[src/rtl/pipe_ctrl.sv]
// Pipeline hazard controller with a multiply/divide unit sequencer.
// Produces combinational stall/flush controls for the F/D/E pipeline
// registers, sequences MDU latency (IDLE -> BUSY -> DONE), and keeps a
// saturating count of stalled cycles.
module pipe_ctrl #(
    parameter int MUL_CYCLES = 4,
    parameter int DIV_CYCLES = 32
) (
    input  logic        clk,
    input  logic        rst,
    input  logic [4:0]  rs_d,
    input  logic [4:0]  rt_d,
    input  logic        branch_d,
    input  logic        pc_src_d,
    input  logic        hilo_rd_d,
    input  logic        md_op_d,
    input  logic        reg_write_e,
    input  logic        mem_to_reg_e,
    input  logic [4:0]  write_reg_e,
    input  logic        mem_to_reg_m,
    input  logic [4:0]  write_reg_m,
    input  logic        md_start_e,
    input  logic        md_div_e,
    input  logic        md_abort,
    output logic        stall_f,
    output logic        stall_d,
    output logic        flush_e,
    output logic        flush_d,
    output logic        md_busy,
    output logic        hilo_we,
    output logic [15:0] stall_cycles
);

    typedef enum logic [1:0] {
        ST_IDLE = 2'd0,
        ST_BUSY = 2'd1,
        ST_DONE = 2'd2
    } md_state_t;

    // Counter preload is latency minus one so BUSY spans exactly LAT cycles.
    localparam logic [5:0] MUL_LOAD = 6'(MUL_CYCLES - 1);
    localparam logic [5:0] DIV_LOAD = 6'(DIV_CYCLES - 1);

    md_state_t   state_r;
    md_state_t   state_nxt_s;
    logic [5:0]  cnt_r;
    logic [5:0]  cnt_nxt_s;
    logic        hilo_we_s;
    logic        md_busy_s;
    logic        lu_stall_s;
    logic        br_stall_s;
    logic        md_stall_s;
    logic        stall_s;
    logic [15:0] stall_cycles_r;

    // A destination matches a source only when it is a real register (not r0).
    function automatic logic reg_match(input logic [4:0] dst,
                                       input logic [4:0] src_a,
                                       input logic [4:0] src_b);
        return (dst != 5'd0) && ((dst == src_a) || (dst == src_b));
    endfunction

    // Hazard detection: load-use, branch operand, and MDU result hazards.
    always_comb begin
        lu_stall_s = mem_to_reg_e & reg_match(write_reg_e, rs_d, rt_d);
        br_stall_s = branch_d &
                     ((reg_write_e  & reg_match(write_reg_e, rs_d, rt_d)) |
                      (mem_to_reg_m & reg_match(write_reg_m, rs_d, rt_d)));
        md_stall_s = md_busy_s & (hilo_rd_d | md_op_d);
        stall_s    = lu_stall_s | br_stall_s | md_stall_s;
    end

    // MDU sequencer next state, counter and HI/LO write strobe.
    always_comb begin
        state_nxt_s = state_r;
        cnt_nxt_s   = cnt_r;
        hilo_we_s   = 1'b0;
        md_busy_s   = 1'b0;
        case (state_r)
            ST_IDLE: begin
                if (md_abort) begin
                    state_nxt_s = ST_IDLE;
                    cnt_nxt_s   = 6'd0;
                end else if (md_start_e) begin
                    state_nxt_s = ST_BUSY;
                    cnt_nxt_s   = md_div_e ? DIV_LOAD : MUL_LOAD;
                end else begin
                    state_nxt_s = ST_IDLE;
                end
            end
            ST_BUSY: begin
                md_busy_s = 1'b1;
                if (md_abort) begin
                    state_nxt_s = ST_IDLE;
                    cnt_nxt_s   = 6'd0;
                end else if (cnt_r == 6'd0) begin
                    state_nxt_s = ST_DONE;
                end else begin
                    cnt_nxt_s = cnt_r - 6'd1;
                end
            end
            ST_DONE: begin
                md_busy_s = 1'b1;
                if (md_abort) begin
                    state_nxt_s = ST_IDLE;
                    cnt_nxt_s   = 6'd0;
                end else if (md_start_e) begin
                    hilo_we_s   = 1'b1;
                    state_nxt_s = ST_BUSY;
                    cnt_nxt_s   = md_div_e ? DIV_LOAD : MUL_LOAD;
                end else begin
                    hilo_we_s   = 1'b1;
                    state_nxt_s = ST_IDLE;
                end
            end
            default: begin
                state_nxt_s = ST_IDLE;
                cnt_nxt_s   = 6'd0;
            end
        endcase
    end

    // MDU state and latency counter registers.
    always_ff @(posedge clk or posedge rst) begin
        if (rst) begin
            state_r <= ST_IDLE;
            cnt_r   <= 6'd0;
        end else begin
            state_r <= state_nxt_s;
            cnt_r   <= cnt_nxt_s;
        end
    end

    // Saturating stalled-cycle counter; one count per stalled edge at most.
    always_ff @(posedge clk or posedge rst) begin
        if (rst) begin
            stall_cycles_r <= 16'd0;
        end else if (stall_s && (stall_cycles_r != 16'hFFFF)) begin
            stall_cycles_r <= stall_cycles_r + 16'd1;
        end else begin
            stall_cycles_r <= stall_cycles_r;
        end
    end

    assign stall_f      = stall_s;
    assign stall_d      = stall_s;
    assign flush_e      = stall_s;
    assign flush_d      = pc_src_d & ~stall_s;
    assign md_busy      = md_busy_s;
    assign hilo_we      = hilo_we_s;
    assign stall_cycles = stall_cycles_r;

endmodule

[config.mk]
export PLATFORM = sky130hd
export DESIGN_NAME = pipe_ctrl
export DESIGN_NICKNAME = d
export VERILOG_FILES = /design/src/rtl/pipe_ctrl.sv
export SDC_FILE = /design/constraint.sdc
export NUM_CORES = 1
export LEC_CHECK = 0
export CORE_UTILIZATION = 50
export CTS_CLUSTER_DIAMETER = 40
export DETAILED_ROUTE_END_ITERATION = 10
export GPL_ROUTABILITY_DRIVEN = 0
export GPL_TIMING_DRIVEN = 0
export PLACE_DENSITY = 0.86
export SYNTH_ARGS = -nofsm -noshare
export SYNTH_HDL_FRONTEND = slang
export SYNTH_SLANG_ARGS = --single-unit
[constraint.sdc]
create_clock -name clk -period 6.3 [get_ports clk]
set_clock_uncertainty 0.05 [all_clocks]
set_input_delay 1.89 -clock clk [delete_from_list [all_inputs] [get_ports clk]]
set_output_delay 1.89 -clock clk [all_outputs]
set_load 0.01 [all_outputs]
==> results of run 1 <==
-- layout make-up --
| type | instances | share of cell area |
|---|---|---|
| Sequential cell | 24 | 0.266 |
| Inverter | 6 | 0.00996 |
| Multi-Input combinational cell | 143 | 0.444 |
| Tap cell | 44 | 0.0243 |
| Timing Repair Buffer | 53 | 0.235 |
| Buffer | 3 | 0.0116 |
| Clock buffer | 3 | 0.00996 |
-- path summary, 6_finish.rpt --
path,to,cells after the start,slack [ps]
min,cnt_r[5]$_DFFE_PP0P_,1,450
max,stall_d,8,190
min reg2reg,cnt_r[5]$_DFFE_PP0P_,1,450
min in group asynchronous,stall_cycles[11]$_DFFE_PP0P_,2,2000
max reg2reg,stall_cycles[1]$_DFFE_PP0P_,8,4040
max in group asynchronous,cnt_r[0]$_DFFE_PP0P_,2,3640
-- cell families after synthesis --
group,count (synthesis)
adder cells (fa/ha/maj),6
buffers and inverters,9
XOR/XNOR,35
multiplexers,2
AO/OA/AOI/OAI,26
flip-flops,24
AND/OR/NAND/NOR,74
-- report_power, final --
| group | switching (mW) | internal [mW] |
|---|---|---|
| sequential | 0.0377 | 0.181 |
| clock | 0.0414 | 0.0224 |
| combinational | 0.0921 | 0.111 |
-- routing by layer --
layer  part of all wire  GRT usage
met4             0.0087     0.0365
met2               0.51      0.417
met5                  0          0
met1               0.44      0.311
met3              0.043     0.0480
-- flip-flops by register name, summed over array words and instances, names as in the netlist --
| signal | count |
|---|---|
| state_r | 2 |
| cnt_r | 6 |
| stall_cycles | 16 |
-- cells in the final DEF, fill, tap and decap left out, types with 2 or more instances in the layout --
cell / netlist / routed
a21oi_1: 3 / 3
a22o_1: 3 / 3
and2_1: 2 / 2
buf_4: 2 / 2
clkbuf_4: 0 / 3
clkdlybuf4s50_1: 0 / 53
dfrtp_1: 24 / 24
ha_1: 6 / 6
inv_1: 6 / 6
nand2_1: 17 / 17
nand2b_1: 3 / 3
nand3_1: 9 / 9
nand4_1: 4 / 4
nor2_1: 13 / 13
nor3_1: 13 / 13
nor4_1: 2 / 2
o21ai_0: 9 / 9
or2_2: 2 / 2
xnor2_1: 12 / 12
xor2_1: 23 / 23
-- through the flow --
stage | cells | power (mW)
floorplan | 176 | 0.323
global placement | 273 | 0.419
detailed placement | 273 | 0.423
CTS | 276 | 0.489
global route | 276 | 0.518
finish | 276 | 0.486
-- cell usage after synthesis (all sizes together) (4+ instances only) --
cell,instances,share of area
nor2,14,0.033
o21ai,9,0.027
nand3,9,0.027
xor2,23,0.12
inv,6,0.014
nand2,17,0.039
nor3,13,0.039
nor4,4,0.028
dfrtp,24,0.36
xnor2,12,0.064
ha,6,0.045
nand4,4,0.015
-- critical path, delay by kind of cell --
family	cells	cell delay, ps
buf+inv	4	1130
simple gates	3	940
compound gates	1	210
==> results.sh, run 1 <==
export IMPL_status="completed"
export IMPL_dieArea_um2=3540
export IMPL_synth_seq_area_share=0.363
export IMPL_nFillCells=253
export IMPL_grt_pass1_wl_um=6400
export IMPL_peakVddDrop_v=0.000230
export IMPL_syn_to_final_growth_pct=36.8
export IMPL_fin_setup_tns_ps=0
export IMPL_setup_slack_ps=192
export IMPL_synthMuxAreaShare=0.0159
export IMPL_final_min_period_over_clock_period=0.969
export IMPL_drv_slew=0
export IMPL_multi_input_area_um2=1000
export IMPL_htreeDepth=1
export IMPL_pin_count=54
export IMPL_globalRouteOverflowTotal=0
export IMPL_max_slew_worst_pin_slew_ps=890
export IMPL_fin_area_um2=2260
export IMPL_avgSynthCellArea_um2=9.39
export IMPL_cts_sinks=24
export IMPL_leakage_nw=0.969
export IMPL_core_um2=3100
export IMPL_num_nets_final=272
export IMPL_portBuffers=53
export IMPL_synth_warnings=0
export IMPL_hold_class="reg -> reg"
export IMPL_cp_cell_sequence="clkdlybuf4s50_1 -> or4_1 -> o211ai_2 -> nand2b_1 -> and3_4 -> inv_1 -> buf_4 -> clkdlybuf4s50_1"
export IMPL_cts_clk_slew_worst_paths_ps=110
export IMPL_syn_area_um2=1650
export IMPL_wirelength_um=3780
export IMPL_antenna_found_initial=0
export IMPL_drive_gt1_frac=0.0733
export IMPL_cts_tree="built"
export IMPL_syn_nets=214
export IMPL_synth_edff_count=0
export IMPL_start_util=0.533
export IMPL_via_per_inst=5.33
export IMPL_row_count=20
export IMPL_max_clock_path_buffers=2
export IMPL_dr_pass1_iters=4
export IMPL_num_vias=1472
export IMPL_slew_headroom=0.406
export IMPL_arrival_ps=4170
export IMPL_cts_setup_buffers=0
export IMPL_drc_errors=0
export IMPL_root_buffer="clkbuf_4"
export IMPL_post_drt_wl_per_cell_um=13.7
export IMPL_synth_flop_cell="dfrtp_1"
export IMPL_synth_top_family_by_area="simple AND/OR/NAND/NOR gates"
export IMPL_grt_pass1_vias=1410
export IMPL_crit_type="in -> out"
export IMPL_cp_start_kind="input port"
export IMPL_diodes=0
export IMPL_async_flop_share=1.00
export IMPL_regArea_um2=601
export IMPL_numCtsBuffers=3
export IMPL_chipWidth_um=59.5
export IMPL_synth_adder_area_share=0.0454
export IMPL_rsz0062_at_grt="no"
export IMPL_ys_ff_latch=24
export IMPL_synth_compound_area_frac=0.120
export IMPL_hold_ws_ps=447
export IMPL_yosys_cell_types_count=41
export IMPL_hold_buffers=0
export IMPL_setup_viol_count_final=0
export IMPL_place_area_um2=2240
export IMPL_reg2reg_from="stall_cycles[0]$_DFFE_PP0P_"
export IMPL_slowest_delay_ps=590
export IMPL_grt_max_degree=25
export IMPL_max_freq_ghz=0.164
export IMPL_postRouteAntennaNets=0
export IMPL_startpoint="write_reg_m[1]"
export IMPL_cpMostUsedCell="clkdlybuf4s50_1"
export IMPL_fp_dieH_um=59.5
export IMPL_synthXorXnorAreaFrac=0.185
export IMPL_hold_start="cnt_r[5]$_DFFE_PP0P_"
export IMPL_dp_slack_ps=182
export IMPL_power_density_nw_per_um2=215
export IMPL_worstPathMaxFanout=4
export IMPL_drv_cap=0
export IMPL_dpl_hpwl_um=3110
export IMPL_synth_simple_area_share=0.241
export IMPL_crit_path_end_kind="output port"
export IMPL_clk_latency_ps=310
export IMPL_hold_viol=0
export IMPL_grtUsageTotal=0.239
export IMPL_drt_iter0_markers=84
export IMPL_post_route_util=0.729
export IMPL_synthCells=176
export IMPL_critPathRequiredTime_ps=4360
export IMPL_cts_resized_gates=0
export IMPL_timing_final_crit_period_ps=6110
export IMPL_slowest_stage="or4_1"
No activity file was read; power rests on OpenSTA's default activity.
==> inputs of run 2 (changes only) <==
--- a/config.mk
+++ b/config.mk
@@ -11,6 +11,7 @@
 export GPL_ROUTABILITY_DRIVEN = 0
 export GPL_TIMING_DRIVEN = 0
 export PLACE_DENSITY = 0.86
+export SKIP_CTS_REPAIR_TIMING = 1
 export SYNTH_ARGS = -nofsm -noshare
 export SYNTH_HDL_FRONTEND = slang
 export SYNTH_SLANG_ARGS = --single-unit
==> results of run 2 <==
Same layout as run 1: the final DEF is identical, and so are final timing and power.
